<file path="src/rtl/gate_seq_arbiter.sv">
// Round-robin arbiter that time-shares one 1-bit gate slice between two requesters,
// evaluating WIDTH-bit bitwise ops LSB first and returning the result on a valid/ready channel.
module gate_seq_arbiter #(
  parameter int WIDTH = 16
) (
  input  logic             clk,
  input  logic             rst_n,
  input  logic             req0_valid,
  output logic             req0_ready,
  input  logic [1:0]       req0_op,
  input  logic [WIDTH-1:0] req0_a,
  input  logic [WIDTH-1:0] req0_b,
  input  logic             req1_valid,
  output logic             req1_ready,
  input  logic [1:0]       req1_op,
  input  logic [WIDTH-1:0] req1_a,
  input  logic [WIDTH-1:0] req1_b,
  output logic             rsp_valid,
  input  logic             rsp_ready,
  output logic             rsp_id,
  output logic [WIDTH-1:0] rsp_data,
  output logic             gate_en,
  output logic [1:0]       gate_op,
  output logic             gate_a,
  output logic             gate_b,
  input  logic             gate_out
);

  localparam int IW = (WIDTH > 1) ? $clog2(WIDTH) : 1;

  typedef enum logic [1:0] {IDLE, RUN, DONE} state_t;

  state_t           state;
  logic [IW-1:0]    idx;
  logic [WIDTH-1:0] a_q, b_q, result;
  logic [1:0]       op_q;
  logic             rr_last, owner;
  logic             grant0, grant1;

  // rr_last names the previous winner; on contention the other side wins.
  // rst_n is folded in so ready is forced low while reset is held.
  always_comb begin
    grant0 = 1'b0;
    grant1 = 1'b0;
    if (rst_n && state == IDLE) begin
      grant0 = req0_valid && (!req1_valid || rr_last);
      grant1 = req1_valid && (!req0_valid || !rr_last);
    end
  end

  always_ff @(posedge clk or negedge rst_n) begin
    if (!rst_n) begin
      state   <= IDLE;
      idx     <= '0;
      a_q     <= '0;
      b_q     <= '0;
      op_q    <= 2'b00;
      result  <= '0;
      rr_last <= 1'b1;
      owner   <= 1'b0;
    end else begin
      case (state)
        IDLE: begin
          if (grant0 || grant1) begin
            op_q    <= grant1 ? req1_op : req0_op;
            a_q     <= grant1 ? req1_a  : req0_a;
            b_q     <= grant1 ? req1_b  : req0_b;
            rr_last <= grant1;
            owner   <= grant1;
            idx     <= '0;
            result  <= '0;
            state   <= RUN;
          end
        end
        RUN: begin
          result[idx] <= gate_out;
          if (idx == IW'(WIDTH - 1)) begin
            state <= DONE;
          end else begin
            idx <= idx + 1'b1;
          end
        end
        DONE: begin
          if (rsp_ready) state <= IDLE;
        end
        default: state <= IDLE;
      endcase
    end
  end

  assign req0_ready = grant0;
  assign req1_ready = grant1;

  assign gate_en  = (state == RUN);
  assign gate_op  = gate_en ? op_q : 2'b00;
  assign gate_a   = gate_en & a_q[idx];
  assign gate_b   = gate_en & b_q[idx];

  assign rsp_valid = (state == DONE);
  assign rsp_data  = result;
  assign rsp_id    = owner;

endmodule

</file>
<file path="config.mk">
export PLATFORM = sky130hd
export DESIGN_NAME = gate_seq_arbiter
export DESIGN_NICKNAME = d
export VERILOG_FILES = /design/src/rtl/gate_seq_arbiter.sv
export SDC_FILE = /design/constraint.sdc
export NUM_CORES = 1
export LEC_CHECK = 0
export ABC_AREA = 1
export BUFFER_PORTS_ARGS = -buffer_cell sky130_fd_sc_hd__buf_2
export CAP_MARGIN = 0
export CORE_ASPECT_RATIO = 0.9
export CORE_MARGIN = 2
export CORE_UTILIZATION = 57
export DETAILED_ROUTE_END_ITERATION = 6
export GPL_TIMING_DRIVEN = 0
export PLACE_DENSITY_LB_ADDON = 0.2
export SLEW_MARGIN = 20
export SYNTH_ARGS = -nofsm -noshare
export SYNTH_HDL_FRONTEND = slang
export SYNTH_SLANG_ARGS = --single-unit
</file>
<file path="constraint.sdc">
create_clock -name clk -period 2.74 [get_ports clk]
set_clock_uncertainty 0.05 [all_clocks]
set_input_delay 0 -clock clk [delete_from_list [all_inputs] [get_ports clk]]
set_output_delay 0 -clock clk [all_outputs]
set_load 0.02 [all_outputs]
</file>
==> results.sh <==
export IMPL_crit_fanout=59
export IMPL_cap_violations=0
export IMPL_initial_utilization_pct=58.0
export IMPL_pwr_share_seq_pct=30.7
export IMPL_fp_row_count=27
export IMPL_crit_path_cell_trace="dlygate4sd3_1, clkbuf_8, nand3_2, inv_1, nand2_2, buf_2, nand2_1, nand2_1, dlygate4sd3_1, nand2_2, o21ai_2"
export IMPL_p_total_mw=4.61
export IMPL_p_int_mw=2.57
export IMPL_area_delta_synth_final_pct=42.4
export IMPL_antenna_left=0
export IMPL_cts_tree="yes"
export IMPL_power_switching_mw=2.04
export IMPL_grt_max_degree=60
export IMPL_combPwrFrac_pct=51.5
export IMPL_rsz0062_at_grt="no"
export IMPL_synth_ff_type="dfrtp_1"
export IMPL_setup_violations=0
export IMPL_final_util_pct=82.6
export IMPL_tightest_slew_ns=0.667
export IMPL_final_cell_mix="244 x nand2_1, 112 x buf_2, 70 x dlygate4sd3_1"
export IMPL_synth_xor_area_share_pct=0.250
export IMPL_period_minus_slack_ns=2.57
export IMPL_post_route_drc_count=0
export IMPL_finalNonFillerCells=759
export IMPL_cts_buffers=9
export IMPL_wl_mm=10.8
export IMPL_vias=3951
export IMPL_synth_area_um2=3510
export IMPL_grt_pass1_vias=4034
export IMPL_synth_fp_nets=581
export IMPL_fmax_ghz=0.389
export IMPL_hold_class="input pin to flip-flop"
export IMPL_antenna_cells=0
export IMPL_start_kind="input pin"
export IMPL_cts_htree_levels=3
export IMPL_hold_ws_ns=0.0562
export IMPL_synth_warnings=0
export IMPL_yosysSeqAreaShare_pct=41.4
export IMPL_slowest_delay_ns=0.58
export IMPL_synthCells=503
export IMPL_synth_adder_area_share_pct=1.43
export IMPL_synth_area_mux_share_pct=0
export IMPL_drtPass1Iterations=5
export IMPL_worstSetupEndpointType="flip-flop"
export IMPL_cts_root_buf="clkbuf_8"
export IMPL_placed_cell_area_um2=4090
export IMPL_cts_sinks=58
export IMPL_synth_top_area_share_pct=40.7
export IMPL_antenna_found_initial=0
export IMPL_slew_headroom_pct=55.3
export IMPL_drive_gt1_share_pct=25.9
export IMPL_grt_pass1_wl_mm=18.0
export IMPL_yosys_area_top_type="dfrtp_1"
export IMPL_cp_arrival_ns=2.74
export IMPL_insertion_delay_ns=0.34
export IMPL_io_buffers=98
export IMPL_overflow=0
export IMPL_synth_compound_area_share_pct=8.81
export IMPL_path_class="input pin to flip-flop"
export IMPL_p_leak_nw=2.80
export IMPL_core_um2=6050
export IMPL_placed_cells=673
export IMPL_viasPerCell=5.21
export IMPL_finalNetCount=760
export IMPL_post_place_ws_ns=0.754
export IMPL_power_density_nw_per_um2=923
export IMPL_grtUsageTotal_pct=33.8
export IMPL_setup_slack_ns=0.167
export IMPL_hold_violations=0
export IMPL_die_w_um=86.7
export IMPL_swShare_pct=44.2
export IMPL_synth_area_per_cell_um2=6.97
export IMPL_synth_cell_types=24
export IMPL_crit_slowest_cell="dlygate4sd3_1"
export IMPL_drv_slew=0
export IMPL_wl_per_cell_um=14.2
export IMPL_hpwl_mm=6.15
export IMPL_place_gp_congestion=0.839
export IMPL_design_area_um2=4990
export IMPL_fin_tns_setup_ns=0
export IMPL_ioPinCount=99
export IMPL_cp_required_ns=2.91
export IMPL_postSynthRegisterBits=58
export IMPL_dieArea_um2=6800
export IMPL_fp_dieH_um=78.4
export IMPL_fin_crit_sh_pct=93.9
export IMPL_drt_iter0_markers=270
export IMPL_cts_clk_slew_worst_paths_ns=0.06
export IMPL_synth_edff_count=0
export IMPL_cts_buffer_depth=2
export IMPL_clkPwrFrac_pct=17.7
export IMPL_synth_top_cells_by_area="dfrtp_1 41%, nand2_1 26%, inv_1 5.2%"
export IMPL_final_common_cell="nand2_1"
export IMPL_run_status="finished clean"
export IMPL_async_reset_ff_share_pct=100
export IMPL_peakVddDrop_v=0.000430
export IMPL_synth_simple_area_share_pct=38.1
export IMPL_synth_top_family_by_area="simple AND/OR/NAND/NOR gates"
-- synth_stat cells, types with 3 or more instances --
cell,count
nand2_1,244
dfrtp_1,57
inv_1,49
nand3_1,35
o21ai_2,21
nor2_1,18
o21ai_0,18
nand2_2,17
buf_2,15
ha_1,4
o21ai_1,4
clkinv_1,3
inv_2,3
-- sequential cells by signal, indices dropped and copies added (netlist names) --
| name | count |
|---|---|
| state | 2 |
| rr_last | 1 |
| idx | 4 |
| rsp_id | 1 |
| a_q | 16 |
| b_q | 16 |
| op_q | 2 |
| rsp_data | 16 |
-- path summary, 6_finish.rpt --
check	start	end	slack, ns	depth (start not counted)
max	rst_n	a_q[11]	0.17	11
max in group asynchronous	rst_n	rr_last	2.12	2
min in group asynchronous	rst_n	a_q[10]	0.15	2
min	gate_out	rsp_data[3]	0.06	5
max reg2reg	state[0]	a_q[11]	0.44	10
min reg2reg	rsp_data[1]	rsp_data[1]	0.42	2
-- layout make-up --
cell class | count | area (µm²)
Buffer | 20 | 138
Inverter | 56 | 213
Sequential cell | 58 | 1450
Fill cell | 392 | 1050
Timing Repair Buffer | 168 | 1200
Multi-Input combinational cell | 369 | 1700
Tap cell | 72 | 90.1
Clock inverter | 2 | 35.0
Clock buffer | 14 | 163
-- layer usage --
metal | wire length (µm) | part of all wire [%] | track usage, % | vias up
li1 | - | - | - | 1896
met5 | 0 | 0 | 0 | -
met4 | 356 | 3.3 | 14.7 | 0
met2 | 5340 | 49 | 59.4 | 195
met1 | 4480 | 41 | 41.1 | 1822
met3 | 616 | 5.7 | 4.94 | 38
-- power by group through the flow --
stage / sequential, mW / combinational [mW] / clock (mW)
floorplan: 1.49 / 1.47 / 0
global placement: 1.39 / 2.10 / 0
detailed placement: 1.41 / 2.16 / 0
CTS: 1.40 / 2.30 / 0.805
global route: 1.44 / 2.64 / 0.845
finish: 1.42 / 2.37 / 0.818
-- repair_timing --
action                                  4_1_cts  5_1_grt
endpoints found under the hold margin        92        0
hold buffers                                 70        0
endpoints found under the setup margin        0       29
setup buffers                                 0        0
resized for setup                             0        2
-- cell families (layout without fill, tap and decap cells) --
kind of cell,count (synthesis),in the layout
compound gates,45,45
xor+xnor,1,1
fa+ha+maj,4,4
buf+inv,76,260
flops,58,58
simple gates,319,319
-- critical path: cells and delay by family --
kind,cells,cell delay [ns]
AND/OR/NAND/NOR,5,0.71
buffers and inverters,5,1.97
AO/OA/AOI/OAI,1,0.05
(Power assumes the default switching activity.)
